[src/rtl/rca_cmp_pipe.sv]
// rca_cmp_pipe: pipelined ripple-carry add/subtract unit with unsigned compare.
// The operand path is cut into STAGES slices of WIDTH/STAGES bits. Each slice
// has one register boundary, and the carry ripples between slice registers.
// WIDTH must be a multiple of STAGES.
// Optional feature: define RCA_OVF_EN to add the signed-overflow output OVF.
module rca_cmp_pipe #(
    parameter int unsigned WIDTH  = 8,
    parameter int unsigned STAGES = 2
) (
    input  logic             CLK,
    input  logic             RST,
    input  logic [WIDTH-1:0] A,
    input  logic [WIDTH-1:0] B,
    input  logic             SUB,
    input  logic             IN_VALID,
    output logic             IN_READY,
    output logic [WIDTH-1:0] S,
    output logic             Cout,
    output logic             EQ,
    output logic             GT,
    output logic             LT,
`ifdef RCA_OVF_EN
    output logic             OVF,
`endif
    output logic             OUT_VALID,
    input  logic             OUT_READY
);

    localparam int unsigned SW = WIDTH / STAGES;

    // Stage k holds finished sum bits [0 +: (k+1)*SW], its slice carry, the
    // operands still to be consumed and the comparator flags {eq, gt, lt}.
    logic [STAGES-1:0]            valid_q, valid_d;
    logic [STAGES-1:0][WIDTH-1:0] a_q, a_d;
    logic [STAGES-1:0][WIDTH-1:0] b_q, b_d;
    logic [STAGES-1:0][WIDTH-1:0] sum_q, sum_d;
    logic [STAGES-1:0]            c_q, c_d;
    logic [STAGES-1:0][2:0]       flg_q, flg_d;
`ifdef RCA_OVF_EN
    logic                         ovf_q, ovf_d;
`endif

    // Inputs seen by each stage: the unit's ports for stage 0, else the previous register
    logic [STAGES-1:0]            src_valid;
    logic [STAGES-1:0]            src_c;
    logic [STAGES-1:0][WIDTH-1:0] src_a;
    logic [STAGES-1:0][WIDTH-1:0] src_b;
    logic [STAGES-1:0][WIDTH-1:0] src_sum;
    logic [STAGES-1:0][2:0]       src_flg;

    logic [SW-1:0]                sl_a;
    logic [SW-1:0]                sl_b;
    logic [SW:0]                  sl_sum;
    logic                         stall;
    logic                         advance;
    logic                         unused_ops;

    // Global stall: a result is waiting and the consumer is not taking it
    always_comb begin
        stall    = valid_q[STAGES-1] & ~OUT_READY;
        advance  = ~stall;
        IN_READY = advance;
    end

    // Route the port operands into stage 0 and each register into the next stage
    always_comb begin
        src_valid[0] = IN_VALID;
        src_a[0]     = A;
        src_b[0]     = B ^ {WIDTH{SUB}};
        src_sum[0]   = '0;
        src_c[0]     = SUB;
        src_flg[0]   = {A == B, A > B, A < B};
        for (int unsigned k = 1; k < STAGES; k++) begin
            src_valid[k] = valid_q[k-1];
            src_a[k]     = a_q[k-1];
            src_b[k]     = b_q[k-1];
            src_sum[k]   = sum_q[k-1];
            src_c[k]     = c_q[k-1];
            src_flg[k]   = flg_q[k-1];
        end
    end

    // Slice adders and next-state logic. Data registers only load real
    // operands, so S and the flags keep their last value once the pipe drains.
    always_comb begin
        valid_d = valid_q;
        a_d     = a_q;
        b_d     = b_q;
        sum_d   = sum_q;
        c_d     = c_q;
        flg_d   = flg_q;
`ifdef RCA_OVF_EN
        ovf_d   = ovf_q;
`endif
        sl_a    = '0;
        sl_b    = '0;
        sl_sum  = '0;
        for (int unsigned k = 0; k < STAGES; k++) begin
            sl_a   = src_a[k][k*SW +: SW];
            sl_b   = src_b[k][k*SW +: SW];
            sl_sum = {1'b0, sl_a} + {1'b0, sl_b} + {{SW{1'b0}}, src_c[k]};
            if (advance) begin
                valid_d[k] = src_valid[k];
                if (src_valid[k]) begin
                    a_d[k]              = src_a[k];
                    b_d[k]              = src_b[k];
                    sum_d[k]            = src_sum[k];
                    sum_d[k][k*SW +: SW] = sl_sum[SW-1:0];
                    c_d[k]              = sl_sum[SW];
                    flg_d[k]            = src_flg[k];
`ifdef RCA_OVF_EN
                    // carry into the MSB is recovered from the MSB sum bit
                    if (k == STAGES - 1) begin
                        ovf_d = sl_a[SW-1] ^ sl_b[SW-1] ^ sl_sum[SW-1] ^ sl_sum[SW];
                    end
`endif
                end
            end
        end
    end

    // Pipeline registers, cleared asynchronously so in-flight results are discarded
    always_ff @(posedge CLK or posedge RST) begin
        if (RST) begin
            valid_q <= '0;
            a_q     <= '0;
            b_q     <= '0;
            sum_q   <= '0;
            c_q     <= '0;
            flg_q   <= '0;
`ifdef RCA_OVF_EN
            ovf_q   <= 1'b0;
`endif
        end else begin
            valid_q <= valid_d;
            a_q     <= a_d;
            b_q     <= b_d;
            sum_q   <= sum_d;
            c_q     <= c_d;
            flg_q   <= flg_d;
`ifdef RCA_OVF_EN
            ovf_q   <= ovf_d;
`endif
        end
    end

    // Result outputs come straight from the last stage
    always_comb begin
        S          = sum_q[STAGES-1];
        Cout       = c_q[STAGES-1];
        EQ         = flg_q[STAGES-1][2];
        GT         = flg_q[STAGES-1][1];
        LT         = flg_q[STAGES-1][0];
        OUT_VALID  = valid_q[STAGES-1];
`ifdef RCA_OVF_EN
        OVF        = ovf_q;
`endif
        // the last stage has no slice left to consume its operand copy
        unused_ops = ^{a_q[STAGES-1], b_q[STAGES-1]};
    end

endmodule

[config.mk]
export PLATFORM = sky130hd
export DESIGN_NAME = rca_cmp_pipe
export DESIGN_NICKNAME = d
export VERILOG_FILES = /design/src/rtl/rca_cmp_pipe.sv
export SDC_FILE = /design/constraint.sdc
export NUM_CORES = 1
export LEC_CHECK = 0
export CORE_MARGIN = 10
export CORE_UTILIZATION = 50
export CTS_CLUSTER_SIZE = 20
export DETAILED_ROUTE_END_ITERATION = 10
export HOLD_SLACK_MARGIN = 0.12
export PLACE_DENSITY = 0.82
export SLEW_MARGIN = 20
export SYNTH_ARGS = -nofsm -noshare
export SYNTH_HDL_FRONTEND = slang
export SYNTH_SLANG_ARGS = --single-unit
[constraint.sdc]
create_clock -name CLK -period 2.4 [get_ports CLK]
set_input_delay 0.72 -clock CLK [delete_from_list [all_inputs] [get_ports CLK]]
set_output_delay 0.72 -clock CLK [all_outputs]
set_load 0.05 [all_outputs]
==> reports/results.tsv, run 1 <==
metric	value	unit
outcome	complete, no violations	
Placer Congestion	0.789	
synthesis-to-layout area growth	30.6	%
Worst-Skew Late Latency	320	ps
die span in y	76.9	um
CP Launch Point	OUT_READY	
gr ovfl total	0	
fin. max-slew vios	0	
Sw Ratio	40.5	%
Multi-input gate area	786	um^2
CP max stage cell	clkdlybuf4s50_1	
area post-placement	2050	um^2
total CTS buffers	5	
Worst-Margin Slew	507	ps
Setup crit end kind	primary output	
sequential cell area fraction in the yosys report	46.4	%
Hold Path Class	register to register	
drt total wl	3360	um
gate count after technology mapping	141	
# fillers	245	
Logic pwr share	47.3	%
dpl cells	222	
Fmax achieved	432	MHz
Crit Path Max Fanout	6	
unrepaired setup endpoints after global routing	no	
cell area after synthesis	1620	um^2
# setup viols final	0	
Layout Cells excl Fill	230	
Psw	797	uW
die area	5910	um^2
Slew Limit Headroom	66.1	%
Mapped Nets	179	
core box area	3080	um^2
Initial Util	52.6	%
Fin. Hold Viols	0	
vias	1174	
critical path class	primary input to primary output	
crit share post-route	96.4	%
crit-path leading delay family	buffers and inverters	
DPL Wire Length	2850	um
CTS clk-pin slew, worst paths	90	ps
max_cap viols	0	
final net count	223	
Worst Setup Start Kind	primary input	
Pleak	1.01	nW
TritonCTS clock tree	yes	
Post-CTS Setup Repair Bufs	0	
reg2reg start	a_q[4]	
worst-path cell chain	clkdlybuf4s50_1, nand2b_1, buf_12	
hold buffers post-CTS	0	
initial antenna violation count	0	
Iter 0 DRT Violations	68	
Peak VDD IR	0.323	mV
Crit path largest cell delay	440	ps
boundary pin count	35	
CTS Sinks	30	
first-pass GRT wire length	5780	um
DRT Pass-1 Iters	4	
layout cell share with drive strength beyond 1	17.2	%
share of power burned in the clock network	15.5	%
Int Pwr	1.17	mW
Util after Layout	68.7	%
ANT cells	0	
HP Start	valid_q[0]	
die span in x	76.9	um
average size of a mapped cell	11.5	um^2
clock skew	3.56	ps
DR vias/cell	5.10	
row count	20	
WL/cell	14.6	um
number of global-route vias before repair	1311	
post-layout instance area	2110	um^2
H-tree depth	2	
Clock Tree Buf Depth	2	
power density cells	930	nW/um^2
Register Area	751	um^2
GRT Util Overall	12.2	%
Final ANT Viol Nets	0	
Flop pwr share	37.3	%
worst endpoint data arrival time	1590	ps
Ys Warns	0	
Port Buf Inserts	34	
pin count of the biggest net entering global routing	31	
CP bufs+invs	2	
root buffer cell	clkbuf_4	
Synth Register Bits	30	
Tmin final	2310	ps
DRC	0	
WP data required	1680	ps
Synth cell types	25	
PostCTS Resize Cnt	0	
[metal layers]
metal,GRT usage [%],vias up,routed length (um)
li1,-,567,-
met1,11.5,564,1320
met2,21.8,35,1760
met3,3.96,8,177
met4,8.55,0,95
met5,0,-,0
[cell usage in the layout (no fill, tap or decap), types with 5 or more instances in the layout]
master           instances
a21o_1                   7
a21oi_1                  6
buf_4                    8
clkbuf_4                 5
clkdlybuf4s50_1         33
dfrtp_1                 30
ha_1                    14
inv_1                   14
mux2_2                  14
nand2_1                 13
o21ai_0                 11
xnor2_1                  5
xor2_1                   6
[cell families after synthesis]
| group | count (synthesis) | synth area share [%] |
|---|---|---|
| buffers and inverters | 19 | 5.10 |
| AND/OR/NAND/NOR | 20 | 5.49 |
| adder cells (fa/ha/maj) | 17 | 14.5 |
| AO/OA/AOI/OAI | 29 | 11.9 |
| flip-flops | 30 | 46.4 |
| multiplexers | 15 | 10.7 |
| XOR/XNOR | 11 | 5.95 |
[area by class of cell]
cell class                 count  share of cell area (%)
clock buffer                   7                    2.60
clock inverter                 1                   0.237
inverter                      14                    2.49
multi-input combinational     92                    37.2
sequential                    30                    35.5
tap                           44                    2.60
timing repair buffer          42                    19.4
[cell usage after synthesis, drive strengths merged]
library cell | count | area, um^2
nand4 | 3 | 18.8
a311oi | 1 | 8.76
fa | 3 | 60.1
nor2b | 1 | 6.26
nor2 | 1 | 3.75
a32o | 1 | 10.0
a211oi | 1 | 7.51
nor3 | 1 | 5.00
a21o | 7 | 52.6
o211ai | 1 | 7.51
clkbuf | 1 | 3.75
a31oi | 1 | 21.3
xor2 | 6 | 52.6
dfrtp | 30 | 751
mux2 | 15 | 173
o21ai | 11 | 55.1
inv | 14 | 52.6
xnor2 | 5 | 43.8
buf | 4 | 26.3
ha | 14 | 175
nand2b | 1 | 6.26
a21oi | 6 | 30.0
nand2 | 13 | 48.8
[sequential cells by signal (all words and copies together), names as in the netlist]
| register | flops |
|---|---|
| GT | 1 |
| flg_q | 3 |
| LT | 1 |
| b_q | 4 |
| EQ | 1 |
| S | 8 |
| valid_q | 2 |
| src_sum | 4 |
| a_q | 4 |
| c_q | 2 |
[metrics by stage]
stage	worst slack, ps	hold slack (ps)	setup TNS (ps)	power (mW)
2_1_floorplan	288	436	0	1.35
3_3_place_gp	-77.3	451	-121	1.65
3_5_place_dp	-178	447	-318	1.68
4_1_cts	77.5	471	0	1.99
5_1_grt	34.1	526	0	2.09
6_report	86.3	473	0	1.97
[worst paths after layout]
kind                       cells after the start     endpoint  slack (ps)
min reg2reg                                    2   valid_q[1]         470
max in group asynchronous                      3  src_sum[11]        1370
min in group asynchronous                      3   valid_q[1]         760
max reg2reg                                    7       c_q[1]         700
min                                            2   valid_q[1]         470
max                                            3     IN_READY          90
[worst min-delay path: stages, from the launching register on]
cell     delay (ps)
dfrtp_1         350
inv_1            50
nand2_1          50
[power groups by stage]
stage	clock [mW]	combinational, mW	sequential [mW]
floorplan	0	0.309	1.04
global placement	0	0.914	0.733
detailed placement	0	0.939	0.746
CTS	0.316	0.942	0.734
global route	0.344	0.995	0.754
finish	0.304	0.929	0.732
Note: power is estimated with default switching activity, not from simulation.
==> inputs of run 2 (changes only) <==
GPL_ROUTABILITY_DRIVEN = 0   (was not set)
clock period = 2.5 ns   (was 2.4 ns; I/O delays follow)
==> reports/results.tsv, run 2 (synthesis gave the netlist of run 1 again) <==
metric	value	unit
outcome	complete, no violations	
commonest non-fill, non-tap cell in the layout	clkdlybuf4s50_1	
pin count of the biggest net entering global routing	31	
die area	5910	um^2
Setup crit end kind	primary output	
first-pass GRT wire length	5920	um
critical path class	primary input to primary output	
dpl cells	222	
WL/cell	14.7	um
DRT Pass-1 Iters	4	
core box area	3080	um^2
GRT Util Overall	12.4	%
total CTS buffers	5	
Final ANT Viol Nets	0	
H-tree depth	2	
share of power burned in the clock network	15.9	%
Port Buf Inserts	34	
unrepaired setup endpoints after global routing	no	
Peak VDD IR	0.373	mV
Psw	769	uW
HP Start	S[6]	
power density cells	894	nW/um^2
Crit Path Max Fanout	3	
clock skew	9.22	ps
die span in y	76.9	um
Sw Ratio	40.7	%
fin. max-slew vios	0	
DPL Wire Length	2820	um
Multi-input gate area	786	um^2
Post-CTS Setup Repair Bufs	0	
Worst Setup Start Kind	primary input	
worst endpoint data arrival time	1580	ps
gr ovfl total	0	
crit share post-route	93.1	%
CTS clk-pin slew, worst paths	90	ps
WP data required	1750	ps
Fin. Hold Viols	0	
TritonCTS clock tree	yes	
Worst-Margin Slew	513	ps
Flop pwr share	37.1	%
synthesis-to-layout area growth	30.6	%
Worst-Skew Late Latency	330	ps
ANT cells	0	
reg2reg start	a_q[4]	
Layout Cells excl Fill	230	
Logic pwr share	47.1	%
number of flip-flops in the largest register	8	
hold buffers post-CTS	0	
row count	20	
Util after Layout	68.7	%
boundary pin count	35	
Tmin final	2330	ps
Hold Path Class	register to register	
DR vias/cell	4.95	
Clock Tree Buf Depth	2	
most frequent cells in the layout	33 x clkdlybuf4s50_1, 30 x dfrtp_1, 14 x mux2_2, 14 x inv_1, 14 x ha_1	
max_cap viols	0	
final net count	223	
die span in x	76.9	um
hold slack	495	ps
initial antenna violation count	0	
root buffer cell	clkbuf_4	
# setup viols final	0	
drt total wl	3390	um
number of global-route vias before repair	1320	
Tot Pwr	1.89	mW
Pleak	1.01	nW
DRC	0	
CTS Sinks	30	
Register Area	751	um^2
PostCTS Resize Cnt	0	
layout cell share with drive strength beyond 1	17.2	%
CP Launch Point	OUT_READY	
# fillers	231	
Initial Util	52.6	%
Iter 0 DRT Violations	53	
Slew Limit Headroom	65.7	%
Int Pwr	1.12	mW
Fmax achieved	430	MHz
vias	1138	
[run 2: final timing paths]
kind | slack (ps) | to | cells after the start
max reg2reg | 800 | c_q[1] | 7
min | 500 | S[6] | 2
max | 170 | IN_READY | 3
min reg2reg | 500 | S[6] | 2
min in group asynchronous | 780 | valid_q[1] | 3
max in group asynchronous | 1430 | flg_q[0] | 3
[run 2: final cells by class]
class	count	share of cell area (%)
Sequential cell	30	35.5
Inverter	14	2.49
Tap cell	44	2.60
Multi-Input combinational cell	92	37.2
Clock buffer	7	2.60
Timing Repair Buffer	42	19.4
Clock inverter	1	0.237
[run 2: through the flow]
stage,TNS [ps],setup slack [ps],area (um^2)
after detailed placement,-94.5,-65.7,2050
after global placement,-5.85,-5.85,2050
after global routing,0,121,2110
after floorplan,0,358,1620
after CTS,0,166,2110
final,0,172,2110
[run 2: critical path, stage by stage]
cell and delay [ps]:
clkdlybuf4s50_1 450, nand2b_1 200, buf_12 170
[run 2: power by group through the flow]
stage               Combinational (mW)  Sequential (mW)  Clock [mW]
global route                     0.953            0.723       0.331
finish                           0.889            0.701       0.300
CTS                              0.902            0.703       0.312
floorplan                        0.297            0.999           0
detailed placement               0.901            0.714           0
global placement                 0.878            0.703           0
[run 2: metal layers]
| layer | GRT usage (%) | share of wire, % |
|---|---|---|
| met1 | 12.6 | 42 |
| met2 | 20.9 | 49 |
| met3 | 3.73 | 4.9 |
| met4 | 9.48 | 3.9 |
| met5 | 0 | 0 |
